<file path="src/rtl/issue_scoreboard_pkg.sv">
// Shared constants, lane request type and source-ready rule for the issue scoreboard.
// Build option: SCOREBOARD_FORWARD_EN lets a source be read in the cycle before
// writeback, relying on the datapath bypass network.
package scoreboard_pkg;

  localparam int SB_NUM_LANES = 2;
  localparam int SB_NUM_REGS  = 32;
  localparam int SB_LAT_W     = 3;
  localparam int SB_STALL_W   = 32;

  // Field widths of the lane request; wide enough for any legal parameter set
  localparam int SB_REG_MAX_W = 8;
  localparam int SB_LAT_MAX_W = 8;

  typedef struct packed {
    logic [SB_REG_MAX_W-1:0] rs1;
    logic [SB_REG_MAX_W-1:0] rs2;
    logic [SB_REG_MAX_W-1:0] rd;
    logic                    we;
    logic [SB_LAT_MAX_W-1:0] lat;
  } lane_req_t;

  // A source operand may be read once its producer's countdown allows it
  function automatic logic src_ready(input logic [SB_LAT_MAX_W-1:0] cnt);
`ifdef SCOREBOARD_FORWARD_EN
    return (cnt <= SB_LAT_MAX_W'(1));
`else
    return (cnt == '0);
`endif
  endfunction

endpackage

</file>
<file path="src/rtl/issue_scoreboard_reg_timer.sv">
// Countdown for one architectural register: flush beats set, set beats decrement.
module scoreboard_reg_timer
  import scoreboard_pkg::*;
#(
  parameter int LAT_W = SB_LAT_W
) (
  input  logic             i_clk,
  input  logic             i_rst,
  input  logic             i_flush,
  input  logic             i_set,
  input  logic [LAT_W-1:0] i_set_val,
  output logic [LAT_W-1:0] o_count
);

  logic [LAT_W-1:0] r_count;

  // Remaining cycles until the pending write to this register is readable
  always_ff @(posedge i_clk or posedge i_rst) begin
    if (i_rst) begin
      r_count <= '0;
    end else if (i_flush) begin
      r_count <= '0;
    end else if (i_set) begin
      r_count <= i_set_val;
    end else if (r_count != '0) begin
      r_count <= r_count - LAT_W'(1);
    end
  end

  assign o_count = r_count;

endmodule

</file>
<file path="src/rtl/issue_scoreboard.sv">
// In-order multi-lane issue/hazard unit. Lane 0 is oldest; the first blocked
// valid lane freezes itself and every valid lane above it.
// Build option: SCOREBOARD_FORWARD_EN (source readiness, see scoreboard_pkg).
module issue_scoreboard
  import scoreboard_pkg::*;
#(
  parameter int  NUM_LANES = SB_NUM_LANES,
  parameter int  NUM_REGS  = SB_NUM_REGS,
  parameter int  LAT_W     = SB_LAT_W,
  parameter int  STALL_W   = SB_STALL_W,
  localparam int REG_W     = $clog2(NUM_REGS)
) (
  input  logic                       clk,
  input  logic                       rst,
  input  logic                       flush,
  input  logic [NUM_LANES-1:0]       lane_valid,
  input  logic [NUM_LANES*REG_W-1:0] lane_rs1,
  input  logic [NUM_LANES*REG_W-1:0] lane_rs2,
  input  logic [NUM_LANES*REG_W-1:0] lane_rd,
  input  logic [NUM_LANES-1:0]       lane_we,
  input  logic [NUM_LANES*LAT_W-1:0] lane_lat,
  output logic [NUM_LANES-1:0]       lane_issue,
  output logic [NUM_LANES-1:0]       lane_freeze,
  output logic [NUM_REGS-1:0]        busy_vec,
  output logic [STALL_W-1:0]         stall_cycles
);

  lane_req_t            w_req [NUM_LANES];
  logic [LAT_W-1:0]     w_cnt [NUM_REGS];
  logic [NUM_LANES-1:0] w_ok;
  logic [NUM_LANES-1:0] w_issue;
  logic [NUM_REGS-1:1]  w_set_en;
  logic [LAT_W-1:0]     w_set_val [1:NUM_REGS-1];
  logic [STALL_W-1:0]   r_stall;

  // x0 never has a pending write
  assign w_cnt[0] = '0;

  for (genvar r = 1; r < NUM_REGS; r++) begin : g_reg
    scoreboard_reg_timer #(.LAT_W(LAT_W)) u_timer (
      .i_clk     (clk),
      .i_rst     (rst),
      .i_flush   (flush),
      .i_set     (w_set_en[r]),
      .i_set_val (w_set_val[r]),
      .o_count   (w_cnt[r])
    );
  end

  for (genvar i = 0; i < NUM_LANES; i++) begin : g_lane
    logic w_src_ok;
    logic w_dst_ok;
    logic w_pair_ok;
    logic w_prior_ok;

    assign w_req[i] = '{rs1: SB_REG_MAX_W'(lane_rs1[i*REG_W +: REG_W]),
                        rs2: SB_REG_MAX_W'(lane_rs2[i*REG_W +: REG_W]),
                        rd:  SB_REG_MAX_W'(lane_rd[i*REG_W +: REG_W]),
                        we:  lane_we[i],
                        lat: SB_LAT_MAX_W'(lane_lat[i*LAT_W +: LAT_W])};

    // Hazards against in-flight writes: RAW on both sources, WAW on rd
    always_comb begin
      w_src_ok = (w_req[i].rs1 == '0 ||
                  src_ready(SB_LAT_MAX_W'(w_cnt[REG_W'(w_req[i].rs1)]))) &&
                 (w_req[i].rs2 == '0 ||
                  src_ready(SB_LAT_MAX_W'(w_cnt[REG_W'(w_req[i].rs2)])));
      w_dst_ok = !w_req[i].we || w_req[i].rd == '0 ||
                 w_cnt[REG_W'(w_req[i].rd)] == '0;
    end

    // Intra-bundle RAW/WAW against older valid lanes; if any older valid lane
    // fails to issue this lane is blocked anyway, so validity stands in for issue
    always_comb begin
      w_pair_ok = 1'b1;
      for (int j = 0; j < i; j++) begin
        if (lane_valid[j] && w_req[j].we && w_req[j].rd != '0 &&
            (w_req[j].rd == w_req[i].rs1 || w_req[j].rd == w_req[i].rs2 ||
             (w_req[i].we && w_req[j].rd == w_req[i].rd))) begin
          w_pair_ok = 1'b0;
        end
      end
    end

    assign w_ok[i] = lane_valid[i] && !flush && w_src_ok && w_dst_ok && w_pair_ok;

    // Strict in-order: every older valid lane must itself be clear to issue
    always_comb begin
      w_prior_ok = 1'b1;
      for (int j = 0; j < i; j++) begin
        if (lane_valid[j] && !w_ok[j]) begin
          w_prior_ok = 1'b0;
        end
      end
    end

    assign w_issue[i] = w_ok[i] && w_prior_ok;
  end

  // Load countdowns for issuing writers; at most one writer per register
  always_comb begin
    w_set_en = '0;
    for (int r = 1; r < NUM_REGS; r++) begin
      w_set_val[r] = '0;
    end
    for (int i = 0; i < NUM_LANES; i++) begin
      if (w_issue[i] && w_req[i].we && w_req[i].rd != '0 && w_req[i].lat != '0) begin
        w_set_en[REG_W'(w_req[i].rd)]  = 1'b1;
        w_set_val[REG_W'(w_req[i].rd)] = LAT_W'(w_req[i].lat);
      end
    end
  end

  // Busy flags straight from the countdown registers
  always_comb begin
    busy_vec[0] = 1'b0;
    for (int r = 1; r < NUM_REGS; r++) begin
      busy_vec[r] = (w_cnt[r] != '0);
    end
  end

  // Saturating count of cycles in which some valid lane was held back
  always_ff @(posedge clk or posedge rst) begin
    if (rst) begin
      r_stall <= '0;
    end else if (!flush && (|lane_freeze) && r_stall != '1) begin
      r_stall <= r_stall + STALL_W'(1);
    end
  end

  assign lane_issue   = w_issue;
  assign lane_freeze  = lane_valid & ~w_issue;
  assign stall_cycles = r_stall;

endmodule

</file>
<file path="config.mk">
export PLATFORM = sky130hd
export DESIGN_NAME = issue_scoreboard
export DESIGN_NICKNAME = d
export VERILOG_FILES = /design/src/rtl/issue_scoreboard_pkg.sv /design/src/rtl/issue_scoreboard_reg_timer.sv /design/src/rtl/issue_scoreboard.sv
export SDC_FILE = /design/constraint.sdc
export NUM_CORES = 1
export LEC_CHECK = 0
export BUFFER_PORTS_ARGS = -buffer_cell sky130_fd_sc_hd__buf_4
export CAP_MARGIN = 30
export CELL_PAD_IN_SITES_DETAIL_PLACEMENT = 0
export CELL_PAD_IN_SITES_GLOBAL_PLACEMENT = 1
export CORE_ASPECT_RATIO = 1.75
export CORE_MARGIN = 4
export CORE_UTILIZATION = 46
export CTS_CLUSTER_SIZE = 20
export DETAILED_ROUTE_END_ITERATION = 12
export GPL_TIMING_DRIVEN = 0
export PLACE_DENSITY_LB_ADDON = 0.1
export SYNTH_ARGS = -nofsm -noshare
export SYNTH_HDL_FRONTEND = slang
export SYNTH_SLANG_ARGS = --single-unit
</file>
<file path="constraint.sdc">
create_clock -name clk -period 5.2 [get_ports clk]
set_input_delay 0.78 -clock clk [delete_from_list [all_inputs] [get_ports clk]]
set_output_delay 0.78 -clock clk [all_outputs]
set_load 0.005 [all_outputs]
</file>
-- Word-level counts from Yosys, hierarchy flattened
Cells that the tools add are included.
- flip-flop bits (word level): 125
- bits of input ports: 43
- add/subtract/negate cells: 32
- order comparisons: 12
- equal/unequal tests: 4
- muxes and demuxes: 126
- bitwise gates (word level): 10
- reductions and logical operators: 120
- operators with widths (operator ; count):
    2-to-1 mux 3 bit ; 107
    2-to-1 mux 93 bit ; 2
    nonzero test 3 bit ; 62
    bitwise AND 93 bit ; 1
    bitwise mux 93 bit ; 1
    subtractor 3 x 1 -> 3 bit, second input constant ; 31
    binary-select mux 3 bit (select 5 bit) ; 6
    2-to-1 mux 31 bit ; 2
    zero test 8 bit ; 6
    greater-or-equal comparator 6 bit, second input constant ; 6
    NOT 5 -> 6 bit ; 6
    adder 32 x 1 -> 32 bit, second input constant ; 1
    != test 32 bit, second input constant ; 1
    nonzero test 8 bit ; 4
    bitwise OR 31 bit ; 1
    demux 3 bit (select 5 bit) ; 2
    logical AND 1 bit ; 27
    zero test 3 bit ; 6
    == test 5 bit ; 3
    < comparator 5 x 6 -> 1 bit, second input constant ; 2
    < comparator 6 x 1 -> 1 bit, second input constant ; 2
    demux 1 bit (select 5 bit) ; 2
    greater-or-equal comparator 5 x 1 -> 1 bit, second input constant ; 2
    logical OR 1 bit ; 10
    other kinds (5) ; 11

-- Depth between registers and ports, before layout
- depth after elaboration: 19
- gate-level depth with buffers: 15
- gate-level depth less buffers: 10

-- Cells and area by module
Synthesis repeated with hierarchy kept, for this count alone.
- cells, all modules: 1480
- area total of the unflattened synthesis: 12016.5 sq um
- by module, submodules not included (module ; times used ; cells each ; area an instance (sq um) ; sequential area each (sq um)):
    scoreboard_reg_timer ; 31 ; 21 ; 205.2 ; 75.1
    issue_scoreboard ; 1 ; 829 ; 5655.4 ; 800.8

-- Least setup slack after synthesis
No wires, ideal clock.
- kind: input to output
- start: input lane_rs2[0]
- end: output lane_freeze[1]
- data arrival time: 3.530 ns
- data required time: 4.420 ns
- path slack: 0.890 ns
- stages on the path: 13
- buffers on the path: 4
- path through: buf_2 > inv_2 > mux4_2 > mux2_2 > o311ai_1 > nor4_4 > o221a_2 > inv_2 > buf_6 > buf_2 > buf_2 > nor2_1 > nor2_1
- cells in the longest elaborated chain, start to end: 15
- RTL lines (element ; line ; text):
    start: declaration ; issue_scoreboard.sv:18 ; input logic [NUM_LANES*REG_W-1:0] lane_rs2,
    NOT 5 -> 6 bit (not written as such) ; issue_scoreboard.sv:67 ; src_ready(SB_LAT_MAX_W'(w_cnt[REG_W'(w_req[i].rs2)])));
    binary-select mux 3 bit (select 5 bit) ; issue_scoreboard.sv:67 ;
    2-to-1 mux 3 bit (not written as such) (2 in series) ; issue_scoreboard.sv:67 ;
    zero test 3 bit ; issue_scoreboard_pkg.sv:28 ; return (cnt == '0);
    logical OR 1 bit * ; issue_scoreboard.sv:66 ; (w_req[i].rs2 == '0 ||
    logical AND 1 bit * ; issue_scoreboard.sv:65 ; src_ready(SB_LAT_MAX_W'(w_cnt[REG_W'(w_req[i].rs1)]))) &&
    logical AND 1 bit * (2 in series) ; issue_scoreboard.sv:85 ; assign w_ok[i] = lane_valid[i] && !flush && w_src_ok && w_dst_ok && w_pair_ok;
    zero test 1 bit * ; issue_scoreboard.sv:91 ; if (lane_valid[j] && !w_ok[j]) begin
    logical AND 1 bit * ; issue_scoreboard.sv:91 ;
    2-to-1 mux 1 bit * ; issue_scoreboard.sv:91 ;
    logical AND 1 bit * ; issue_scoreboard.sv:97 ; assign w_issue[i] = w_ok[i] && w_prior_ok;
    named net lane_issue[1] ; issue_scoreboard.sv:22 ; output logic [NUM_LANES-1:0] lane_issue,
    NOT 2 bit * ; issue_scoreboard.sv:132 ; assign lane_freeze = lane_valid & ~w_issue;
    bitwise AND 2 bit * ; issue_scoreboard.sv:132 ;
    end: declaration ; issue_scoreboard.sv:23 ; output logic [NUM_LANES-1:0] lane_freeze,
The timed path passes the listed nets; every way through them passes the cells marked *. The select of a mux whose other input is x is not followed.

-- Worst setup path after layout
- start: register g_reg[3].u_timer.r_count[1]
- end: output lane_issue[0]
- cells in the longest elaborated chain, start to end: 8
- RTL lines (element ; line ; text):
    start: declaration ; issue_scoreboard_reg_timer.sv:15 ; logic [LAT_W-1:0] r_count;
    start signal: assignment ; issue_scoreboard_reg_timer.sv:24 ; r_count <= i_set_val;
    start signal: assignment ; issue_scoreboard_reg_timer.sv:26 ; r_count <= r_count - LAT_W'(1);
    binary-select mux 3 bit (select 5 bit) (on tied branches) ; issue_scoreboard.sv:65, issue_scoreboard.sv:67 ;
    2-to-1 mux 3 bit (on tied branches) (2 in series) ; issue_scoreboard.sv:65, issue_scoreboard.sv:67 ;
    zero test 3 bit ; issue_scoreboard_pkg.sv:28 ;
    logical OR 1 bit (on tied branches) ; issue_scoreboard.sv:64, issue_scoreboard.sv:66 ;
    logical AND 1 bit ; issue_scoreboard.sv:65 ;
    logical AND 1 bit ; issue_scoreboard.sv:85 ;
    logical AND 1 bit * ; issue_scoreboard.sv:85 ;
    end: declaration ; issue_scoreboard.sv:22 ;
Every way passes the cells marked *; elsewhere a longest branch is shown, timed or not. The select of a mux whose other input is x is not followed.

==> out/metrics.cfg <==
[route]
finalWirelength_um = 60500
drcViolationCount = 0
firstDrtPassIters = 6
num_vias = 13822
drt_iter0_drc = 1483
wire_per_inst_um = 30.3
final_antenna_net_count = 0
avgViaCountPerCell = 6.94

[synth]
yosysWarnings = 0
syn_inst = 1516
netlist_area_um2 = 12300
synthDistinctLibCells = 84
synth_edf_count = 0
ys.flop_type = dfrtp_1
synth_fp_nets = 1622
async_flop_share_pct = 100
ys_seq_elements = 125
syn_area_per_cell_um2 = 8.10
seq_area_frac_synth_pct = 25.5

[hold_path]
hp-class = in2async

[final_layout]
drive_gt1_share_pct = 16.4
syn_to_final_growth_pct = 17.3
layout_common_cells = 146 x inv_1, 125 x dfrtp_1, 113 x nor2_1, 109 x buf_4, 88 x mux2i_1
layout.nets = 1766
diodes = 0
final_common_cell = inv_1
final_core_util_pct = 55.1
layout.cells.non_filler = 1993

[grt]
antenna_found_initial = 1
grt_max_degree = 79
grt_pass1_vias = 13732
grt.overflow.total = 0
grt_pass1_wl_um = 87900
grt_use_total_pct = 40.2

[sta]
finalMaxSlewViolations = 0
setup_violations = 3
max_freq_ghz = 0.186
slew_headroom_pct = 27.9
period_minus_slack_ns = 5.37
finalWorstSetupSlack_ns = -0.171
tightest_slew_ns = 1.08
hold_violations = 0
skew_ns = 0.0136
fin_crit_sh_pct = 103

[critical_path]
arrival_ns = 4.59
worst-path-stages = 11
critPathCaptureType = primary output
worstSetupPathType = reg2out
cp-start-kind = flop
crit_fanout = 10
required_ns = 4.42
rr_worst_depth = 10
path_cells = nor3_1 -> buf_2 -> a21oi_1 -> a311oi_1 -> nor3_1 -> nor4_4 -> buf_4 -> clkbuf_1 -> buf_1 -> o211a_1 -> buf_4
crit_buf_inv = 5
cp_slowest_cell = buf_1
cp_top_family = buffers and inverters
critPathMaxStageDelay_ns = 0.77

[clocking]
clockRootBuffer = clkbuf_16
clock-sinks = 125
path_clk_slew_ns = 0.06
postCtsHoldBufs = 0
clk_path_buf_depth = 2
htreeDepth = 4
cts_tree = yes
insertion_delay_ns = 0.46
cts_made_buffers = 17

[floorplanning]
rows = 78
initial_utilization_pct = 47.0
core_area_um2 = 26200
pin_count = 111
die_x_um = 132
die_h_um = 224
die-area_um2 = 29500

[place]
globalplace.congestion = 1.08
dp_hpwl_um = 46000
placement.io_buffers = 99
dpl_worst_slack_ns = -0.514
dp.cells = 1952

[power_and_ir_drop]
powerDensity_nw_per_um2 = 533
peakVddDrop_v = 0.000361
power_mw = 7.68
power_leakage_nw = 6.01

[status]
violations = setup timing
status = complete, but fails checks

[flow_run]
maxCapViolCount = 0

-- final cells by class --
class / count / area (um2)
Tap cell: 320 / 400
Buffer: 92 / 384
Inverter: 153 / 579
Sequential cell: 125 / 3130
Clock inverter: 14 / 111
Timing Repair Buffer: 127 / 1000
Clock buffer: 18 / 439
Fill cell: 2555 / 11800
Multi-Input combinational cell: 1144 / 8360
-- worst reg2reg max path: cells and delay by family, from the launching register on --
family | cells | cell delay [ns]
AOI/OAI and AO/OA | 4 | 1.18
buffers and inverters | 1 | 0.47
DFF | 1 | 0.43
and+or+nand+nor | 5 | 2.60
-- per-stage QoR --
stage                     cell area (um2)  hold WS (ns)  TNS (ns)
after floorplan                     12300         0.477         0
after global placement              13400         0.481   -121.52
after detailed placement            13600         0.488    -10.20
after CTS                           14300         0.379         0
after global routing                14400         0.405  -0.00891
final                               14400         0.369    -0.239
-- kinds of logic after synthesis --
| logic type | Yosys count | share of synthesized area (%) |
|---|---|---|
| simple gates | 602 | 27.5 |
| buf+inv | 247 | 7.75 |
| mux | 126 | 11.3 |
| compound gates | 306 | 18.3 |
| flops | 125 | 25.5 |
| fa+ha+maj | 63 | 6.42 |
| xor+xnor | 46 | 3.28 |
| other cells | 1 | 0.0305 |
-- flip-flops by register name, summed over array words and instances, names as in the netlist --
register           count
stall_cycles          32
g.u_timer.o_count     93
-- report_power, final --
group          switching, mW  internal, mW  total (mW)
logic                   2.66          1.99        4.65
registers              0.541          1.32        1.87
clock network          0.536         0.629        1.16
-- worst paths after layout --
check	from	endpoint	slack [ns]
min in group clk	stall_cycles[4]$_DFFE_PP0P_	stall_cycles[4]$_DFFE_PP0P_	0.50
worst max register to register	g_reg[27].u_timer.o_count[0]$_DFFE_PP0P_	g_reg[7].u_timer.o_count[2]$_DFFE_PP0P_	0.39
worst min-delay path	rst	g_reg[21].u_timer.o_count[2]$_DFFE_PP0P_	0.37
worst min register to register	stall_cycles[4]$_DFFE_PP0P_	stall_cycles[4]$_DFFE_PP0P_	0.50
max in group asynchronous	rst	g_reg[27].u_timer.o_count[0]$_DFFE_PP0P_	4.00
worst max-delay path	g_reg[3].u_timer.o_count[1]$_DFFE_PP0P_	lane_issue[0]	-0.17
-- repair_timing --
item | 4_1_cts | 5_1_grt
resized for setup | 23 | 12
setup endpoints to repair | 4 | 3
pin swaps | 3 | 1
buffers inserted | 5 | 2
-- cells in the mapped netlist (8+ instances only) --
cell,number,share of area (%)
nor4_4,8,1.4
a211o_1,8,0.57
o221ai_1,11,0.78
buf_1,10,0.31
o21a_1,8,0.49
o32ai_1,13,0.93
nor4_1,57,2.9
clkbuf_1,71,2.2
nand2b_1,16,0.81
xor2_1,35,2.5
o21ai_1,14,0.57
a2111oi_0,21,1.5
nor3_2,10,0.81
ha_1,63,6.4
o21ai_0,24,0.98
nor2_1,113,3.5
and2_1,10,0.51
mux2_2,25,2.3
nand2_1,87,2.7
nand3_1,76,3.1
a31oi_1,13,0.66
dfrtp_1,125,25
inv_1,147,4.5
and3_1,9,0.46
o211ai_1,11,0.67
buf_2,11,0.45
nand4_1,29,1.5
mux2i_1,88,7.2
o311ai_0,9,0.64
o22ai_1,8,0.41
xnor2_1,11,0.78
nor3_1,87,3.5
nor2b_1,23,1.2
o31ai_1,23,1.4
a211oi_1,25,1.5
a21oi_1,47,1.9
or3_1,27,1.4
-- routing by layer --
layer	vias up	share of wire, %	GRT usage, %
met2	877	47	66.8
met4	2	11	36.5
met5	-	0.018	0
li1	5969	-	-
met3	358	8.6	9.30
met1	6616	33	42.2
Power figures use the tool's default switching activity.
